==> src/rtl/morse_pkg.sv <==
// Shared Morse definitions: symbol codes on the encoder
// interface and the key sequencer state encoding.
package morse_pkg;

  localparam logic [2:0] SIG_DOT    = 3'b000;
  localparam logic [2:0] SIG_DASH   = 3'b001;
  localparam logic [2:0] SIG_SPACE  = 3'b010;
  localparam logic [2:0] SIG_ENDSEQ = 3'b011;
  localparam logic [2:0] SIG_IDLE   = 3'b111;

  typedef enum logic [1:0] {
    IDLE  = 2'd0,
    PRESS = 2'd1,
    GAP   = 2'd2
  } state_t;

endpackage

==> src/rtl/morse_run_counter.sv <==
// Run-length counter of one level: reloads 1 on a level
// change, else increments, saturating at all-ones.
// Ports: clk, reset (sync, high), level in;
//   cnt = registered run length, cnt_next = its next value.
module morse_run_counter #(
  parameter int CNT_W = 25
) (
  input  logic             clk,
  input  logic             reset,
  input  logic             level,
  output logic [CNT_W-1:0] cnt,
  output logic [CNT_W-1:0] cnt_next
);

  logic level_q;

  always_comb begin
    if (level != level_q)
      cnt_next = CNT_W'(1);
    else if (&cnt)
      cnt_next = cnt;
    else
      cnt_next = cnt + CNT_W'(1);
  end

  always_ff @(posedge clk) begin
    if (reset) begin
      cnt     <= '0;
      level_q <= 1'b0;
    end else begin
      cnt     <= cnt_next;
      level_q <= level;
    end
  end

endmodule

==> src/rtl/morse_key_sequencer.sv <==
// Morse key front end: times press/gap runs of Key, emits
// dot/dash/space/end codes and hands letters downstream.
// Ports: Clk, Reset (sync, high), Key in; Signals/SymValid
//   symbol pulse; LetterBits/LetterLen/LetterValid with
//   LetterReady handshake; Overflow sticky error.
module morse_key_sequencer
  import morse_pkg::*;
#(
  parameter int DOT_MAX    = 4_000_000,
  parameter int LETTER_GAP = 8_000_000,
  parameter int WORD_GAP   = 20_000_000,
  parameter int MAX_SYM    = 5,
  parameter int CNT_W      = 25
) (
  input  logic               Clk,
  input  logic               Reset,
  input  logic               Key,
  output logic [2:0]         Signals,
  output logic               SymValid,
  output logic [MAX_SYM-1:0] LetterBits,
  output logic [2:0]         LetterLen,
  output logic               LetterValid,
  input  logic               LetterReady,
  output logic               Overflow
);

  state_t state, state_n;

  logic [CNT_W-1:0] cnt, cnt_next;

  logic [MAX_SYM-1:0] acc_bits;
  logic [2:0]         acc_len;

  logic       is_dash;
  logic       at_letter;
  logic       at_word;
  logic       acc_full;
  logic [2:0] sig_d;
  logic       sym_d;
  logic       append;
  logic       fin;
  logic       drop;
  logic       load;

  morse_run_counter #(
    .CNT_W(CNT_W)
  ) u_cnt (
    .clk     (Clk),
    .reset   (Reset),
    .level   (Key),
    .cnt     (cnt),
    .cnt_next(cnt_next)
  );

  // cnt holds the finished press length on release;
  // gap thresholds fire on the cycle the low run hits them.
  assign is_dash   = cnt >= CNT_W'(DOT_MAX);
  assign at_letter = cnt_next == CNT_W'(LETTER_GAP);
  assign at_word   = cnt_next == CNT_W'(WORD_GAP);
  assign acc_full  = acc_len == 3'(MAX_SYM);

  always_ff @(posedge Clk) begin
    if (Reset)
      state <= IDLE;
    else
      state <= state_n;
  end

  always_comb begin
    state_n = state;
    unique case (state)
      IDLE:    if (Key) state_n = PRESS;
      PRESS:   if (!Key) state_n = GAP;
      GAP: begin
        if (Key)
          state_n = PRESS;
        else if (at_word)
          state_n = IDLE;
      end
      default: state_n = IDLE;
    endcase
  end

  // Key=1 in GAP never reaches the threshold checks,
  // so a press always wins over a gap event.
  always_comb begin
    sig_d  = SIG_IDLE;
    sym_d  = 1'b0;
    append = 1'b0;
    fin    = 1'b0;
    unique case (state)
      PRESS: begin
        if (!Key) begin
          sym_d  = 1'b1;
          append = 1'b1;
          sig_d  = is_dash ? SIG_DASH : SIG_DOT;
        end
      end
      GAP: begin
        if (!Key && at_letter) begin
          sym_d = 1'b1;
          fin   = 1'b1;
          sig_d = SIG_SPACE;
        end else if (!Key && at_word) begin
          sym_d = 1'b1;
          sig_d = SIG_ENDSEQ;
        end
      end
      default: ;
    endcase
  end

  // A held letter not taken this cycle blocks a new one.
  assign drop = fin && LetterValid && !LetterReady;
  assign load = fin && !drop;

  always_ff @(posedge Clk) begin
    if (Reset) begin
      Signals     <= SIG_IDLE;
      SymValid    <= 1'b0;
      acc_bits    <= '0;
      acc_len     <= '0;
      LetterBits  <= '0;
      LetterLen   <= '0;
      LetterValid <= 1'b0;
      Overflow    <= 1'b0;
    end else begin
      Signals  <= sig_d;
      SymValid <= sym_d;
      if (fin) begin
        acc_bits <= '0;
        acc_len  <= '0;
      end else if (append && !acc_full) begin
        acc_bits <= acc_bits
                  | (MAX_SYM'(is_dash) << acc_len);
        acc_len  <= acc_len + 3'd1;
      end
      if ((append && acc_full) || drop)
        Overflow <= 1'b1;
      if (load) begin
        LetterBits  <= acc_bits;
        LetterLen   <= acc_len;
        LetterValid <= 1'b1;
      end else if (LetterValid && LetterReady) begin
        LetterValid <= 1'b0;
      end
    end
  end

endmodule

==> config.mk <==
export PLATFORM = sky130hd
export DESIGN_NAME = morse_key_sequencer
export DESIGN_NICKNAME = d
export VERILOG_FILES = /design/src/rtl/morse_pkg.sv /design/src/rtl/morse_run_counter.sv /design/src/rtl/morse_key_sequencer.sv
export SDC_FILE = /design/constraint.sdc
export NUM_CORES = 1
export LEC_CHECK = 0
export CAP_MARGIN = 5
export CORE_MARGIN = 4
export CORE_UTILIZATION = 45
export CTS_CLUSTER_DIAMETER = 60
export CTS_CLUSTER_SIZE = 30
export DETAILED_ROUTE_END_ITERATION = 8
export HOLD_SLACK_MARGIN = 0.02
export PLACE_DENSITY = 0.66
export SETUP_SLACK_MARGIN = 0.2
export SKIP_CTS_REPAIR_TIMING = 1
export SYNTH_ARGS = -nofsm -noshare
export SYNTH_HDL_FRONTEND = slang
export SYNTH_SLANG_ARGS = --single-unit
==> constraint.sdc <==
create_clock -name Clk -period 4.3 [get_ports Clk]
set_clock_uncertainty 0.15 [all_clocks]
set_input_delay 0.645 -clock Clk [delete_from_list [all_inputs] [get_ports Clk]]
set_output_delay 0.645 -clock Clk [all_outputs]
set_load 0.02 [all_outputs]
Word level (Yosys, flattened, before mapping)
Cells that the tools add are included.

Bits in registers: 50. Input bits: 4. Output and inout port bits: 14. Word-level logic and storage cells: 64.

Add/subtract/negate cells: 2. Magnitude comparators: 1. Equality and inequality tests: 9. Shift operators: 1. Muxes and demuxes: 21. Bitwise logic cells: 1. Reductions and logical operators: 18.

Operators by type and width (number): two-way mux 25 bit (2); adder 25 x 1 -> 25 bit, second input constant (1); == test 25 x 23 -> 1 bit, second input constant (1); == test 25 bit, second input constant (1); greater-or-equal comparator 25 x 22 -> 1 bit, second input constant (1); AND reduction 25 bit (1); two-way mux 1 bit (9); two-way mux 3 bit (3); logical AND 1 bit (8); two-way mux 2 bit (4); one-hot mux 2 bit (3 select lines) (1); one-hot mux 3 bit (2 select lines) (1); OR 5 bit (1); << shifter 1 x 3 -> 5 bit (1); zero test 1 bit (4); inequality test 2 bit, second input constant (2); adder 3 x 1 -> 3 bit, second input constant (1); == test 3 bit, second input constant (1); inequality test 3 bit, second input constant (1); AND reduction 3 bit (1); == test 2 x 1 -> 1 bit, second input constant (1); == test 2 bit, second input constant (1); zero test 2 bit (1); one-hot mux 1 bit (2 select lines) (1); 4 further kinds (4).

Longest topological paths before layout
Depth in word-level cells: 12. Mapped depth: 13. Mapped depth without buffers: 9.

Cells and area by module
From an unflattened synthesis, not the netlist that was laid out.

Cell total of the unflattened synthesis: 336. Area total of the unflattened synthesis: 2830.2 um2.

Modules (own cells, without submodules): morse_run_counter (instances 1, cells an instance 186, area an instance 1483.9 um2, sequential area each 520.5 um2); morse_key_sequencer (instances 1, cells an instance 150, area an instance 1346.3 um2, sequential area each 480.5 um2).

Worst setup path before layout
OpenSTA, ideal clock, no wires.

Path kind: reg2reg. Start: register u_cnt.cnt[0]. End: register state[0]. Library setup time: 0.123 ns. Arrival time: 2.969 ns. Data required time: 4.027 ns. Path slack: 1.058 ns. Stages on the path, launching flop included: 12. Path buffers: 2. Period minus slack after synthesis: 3.242 ns. Cells stage by stage: dfxtp_1 -> ha_1 -> clkbuf_2 -> nand4_1 -> or3_1 -> buf_2 -> o2111a_1 -> mux2i_1 -> or4_4 -> nor4_4 -> a31oi_1 -> mux2_1.

Cells in the longest elaborated chain, start to end: 6. Elaborated cells between the ends (all ways): 7. Classes of those cells: 1 x add/sub; 2 x eq/ne; 2 x mux; 2 x reduce/logical.

Ends and longest elaborated chain: start, declared (RTL line morse_run_counter.sv:11) `output logic [CNT_W-1:0] cnt,`; start signal, assigned (RTL line morse_run_counter.sv:31) `cnt <= cnt_next;`; adder 25 x 1 -> 25 bit / AND reduction 25 bit (equally long branches) (RTL line morse_run_counter.sv:23, morse_run_counter.sv:20); two-way mux 25 bit * (RTL line morse_run_counter.sv:20) `else if (&cnt)`; two-way mux 25 bit * (RTL line morse_run_counter.sv:18) `if (level != level_q)`; == test 25 bit * (RTL line morse_key_sequencer.sv:59) `assign at_word = cnt_next == CNT_W'(WORD_GAP);`; inequality test 3 bit (no line) *; AND reduction 3 bit (no line) *; end signal, assigned (RTL line morse_key_sequencer.sv:66) `state <= state_n;`; end, declared (RTL line morse_key_sequencer.sv:27) `state_t state, state_n;`.

Mark *: on every way between the ends. The rest lies on a longest branch, timed or not. A chain may end at the register's enable or synchronous reset.

Worst setup path in the final report
Ends and elaborated chain as after synthesis.

==> results.md <==
- Combinational power share: 0.188
- Iteration-0 DRC Markers: 149
- Reg-to-reg endpoint: state[0]
- Worst ir drop on vdd: 0.2668 mV
- Clock transition at path regs: 100 ps
- Worst path slowest cell: or4_1
- Worst Path Max Fanout: 11
- Post-Synth Simple-Gate Area: 0.2830
- Endpoints failing hold: 0
- Initial Util: 0.4617
- Post-synth EDFFs: 0
- Largest family of logic cells by synthesized area: simple AND/OR/NAND/NOR gates
- Max cap viols: 0
- Tcrit/Tclk final: 0.8399
- Clock Sink Count: 50
- Async S/R FF share, synth: 0
- CTS tree: yes
- Root buf cell: clkbuf_8
- RSZ-0062 raised after global routing: no
- Synthesis-stage register bit count: 50
- Total power: 0.0009912 W
- Internal power: 0.0006954 W
- Multi-input logic area: 1754 um2
- WP data required: 4350 ps
- Die W: 88.71 um
- Crit path cell chain: ha_1 -> nand4_1 -> buf_4 -> or4_1 -> or4_1 -> nand2_1 -> nand4_1 -> nor4_4 -> a31oi_1 -> mux2_1
- Syn avg cell area: 8.522 um2
- Fillers: 608
- Fmax achieved: 276.9 MHz
- Crit path capture: state[0]
- Vias in the first global route: 2,485
- Synthesized area: 2932 um2
- Core area: 6350 um2
- Port bufs: 17
- Drc violations: 0
- Most common cell after layout, fill and taps aside: dfxtp_1
- FF-to-FF Start: u_cnt.cnt[0]
- Mapped Cells: 344
- Global-route wire length before repair: 11,660 um
- Crit start category: flip-flop
- Share of cells above drive strength 1: 0.09244
- Final max-slew violation count: 0
- Total GRT Usage: 0.1868
- R2R Setup Slk: 690 ps
- Total gr overflow: 0
- CP delay by family, top: simple AND/OR/NAND/NOR gates
- DRT Pass-1 Iters: 4
- Pleak: 1.125 nW
- ANT nets after route: 0
- Min Hold Slack: 333.1 ps
- Row Count: 29
- # diodes: 0
- P&R area growth vs syn: 11.61%
- H-Tree Depth: 2
- Area fraction in compound gates after synthesis: 0.2079
- NumNets Final: 369
- Period minus WS final: 3612 ps
- Total wire length: 6758 um
- Worst Reg-to-Reg Cells: 10
- Synth cell types: 61
- Biggest cell delay along the critical path: 560 ps
- Sequential Area: 1001 um2
- Multiplexer share of the synthesized area: 0.02433
- Mapped Nets: 357
- Outcome: completed
- Net Sw Frac: 0.2984
- Global placement routability congestion: 0.8469
- Commonest cells after routing, fill and taps aside: dfxtp_1 (50), nor2_1 (35), a21oi_1 (28)
- CP Class: reg2reg
- Clock Path Buffers: 2
- Clock power share: 0.300
- Clk_lat worst skew: 310 ps
- Dpl cell area: 3172 um2
- Vias per cell: 5.901
- Via count: 2,561
- Ports: 18
- Post-synthesis xor/xnor area fraction: 0.04481
- CTS buffer count: 5
- Final instance area: 3272 um2
- Rel. slew slack: 0.4401
- Worst EP arrival: 3670 ps
- Warnings, synthesis: 0
- Die height: 88.71 um
- HP Class: reg2reg
- Dpl hpwl: 4943 um
- Power density cells: 302.9 nW/um2
- Die area: 7869 um2
- Ys flop type: dfxtp_1
- Psw: 0.0002958 W
- Reg power frac: 0.512
- TNS Setup: 0 ps
- Sequential share of the synthesized area: 0.3414
- Final Setup Violations: 0
- Measured slew at the worst slew-check pin: 831.0 ps
- Largest net degree at the start of global routing: 27
- Buffers & Inverters on Critical Path: 1
- Crit. path cell count: 10
- Synth Area in Adders: 0.03841
- Initial antenna violation count: 0
- Crit end category: flip-flop
- Worst setup path start: u_cnt.cnt[0]
- Wire length per cell after detailed routing: 15.57 um
-- logic make-up (layout without fill, tap and decap cells) --
kind of cell | Yosys count | count (layout)
xor+xnor | 15 | 15
flops | 50 | 50
mux | 7 | 7
simple gates | 136 | 136
buf+inv | 42 | 55
compound gates | 85 | 85
fa+ha+maj | 9 | 9
-- cell usage after synthesis, drive strengths merged (9+ instances only) --
| cell type | number | area, um2 |
|---|---|---|
| xnor2 | 10 | 87.58 |
| buf | 12 | 62.56 |
| a31o | 9 | 78.83 |
| nor2 | 35 | 131.4 |
| nor4 | 12 | 126.4 |
| nand2 | 18 | 67.56 |
| ha | 9 | 112.6 |
| inv | 20 | 75.07 |
| nand3 | 12 | 60.06 |
| nand2b | 9 | 56.30 |
| dfxtp | 50 | 1001 |
| a21oi | 28 | 140.1 |
| clkbuf | 10 | 38.78 |
| nand4 | 15 | 123.9 |
-- sequential cells by signal, summed over array words and instances (netlist names) --
signal,flops
LetterBits,5
LetterLen,3
LetterValid,1
Overflow,1
Signals,3
SymValid,1
acc_bits,5
acc_len,3
state,2
u_cnt.cnt,25
u_cnt.level_q,1
-- power groups by stage --
stage	clock, W	sequential (W)	combinational (W)
global placement	0	0.000518	0.000182
global route	0.000322	0.000512	0.000210
detailed placement	0	0.000518	0.000185
CTS	0.000307	0.000508	0.000186
floorplan	0	0.000527	0.000118
finish	0.000297	0.000508	0.000186
-- tightest hold or removal path, stage by stage, from the launching register on --
cell,delay (ps)
dfxtp_1,320
nand4_1,60
a21oi_1,60
-- through the flow --
stage	setup WS (ps)	util	std cells
after detailed placement	496.4	0.4995	426
after CTS	705.7	0.5153	434
final	688.3	0.5153	434
after global routing	336.6	0.5153	434
after global placement	574.2	0.4995	426
after floorplan	1058	-	344
-- metal layers --
layer  wire [um]  vias up  track usage
met1        3293     1202       0.2597
met2        3053       57       0.2942
li1            -     1287            -
met4         149        0      0.05907
met5           0        -            0
met3         262       15      0.03166
-- layout make-up --
type / count / share of cell area
repair buffers: 27 / 0.07495
well taps: 77 / 0.02945
clock inverters: 2 / 0.005354
clock buffers: 6 / 0.02524
multi-input cells: 252 / 0.5361
inverters: 20 / 0.02294
flip-flops and latches: 50 / 0.3059
-- how the worst min path moves through the flow --
| stage | slack [ps] | cells past startpoint | to | start |
|---|---|---|---|---|
| 2_1_floorplan | 290 | 2 | acc_bits[1] | acc_bits[1] |
| 3_3_place_gp | 310 | 2 | acc_bits[1] | acc_bits[1] |
| 3_5_place_dp | 310 | 2 | acc_bits[1] | acc_bits[1] |
| 4_1_cts | 340 | 2 | LetterBits[4] | acc_bits[4] |
| 5_1_grt | 370 | 2 | acc_bits[2] | acc_bits[2] |
| 6_report | 330 | 2 | LetterBits[4] | acc_bits[4] |
Power figures use the tool's default switching activity.
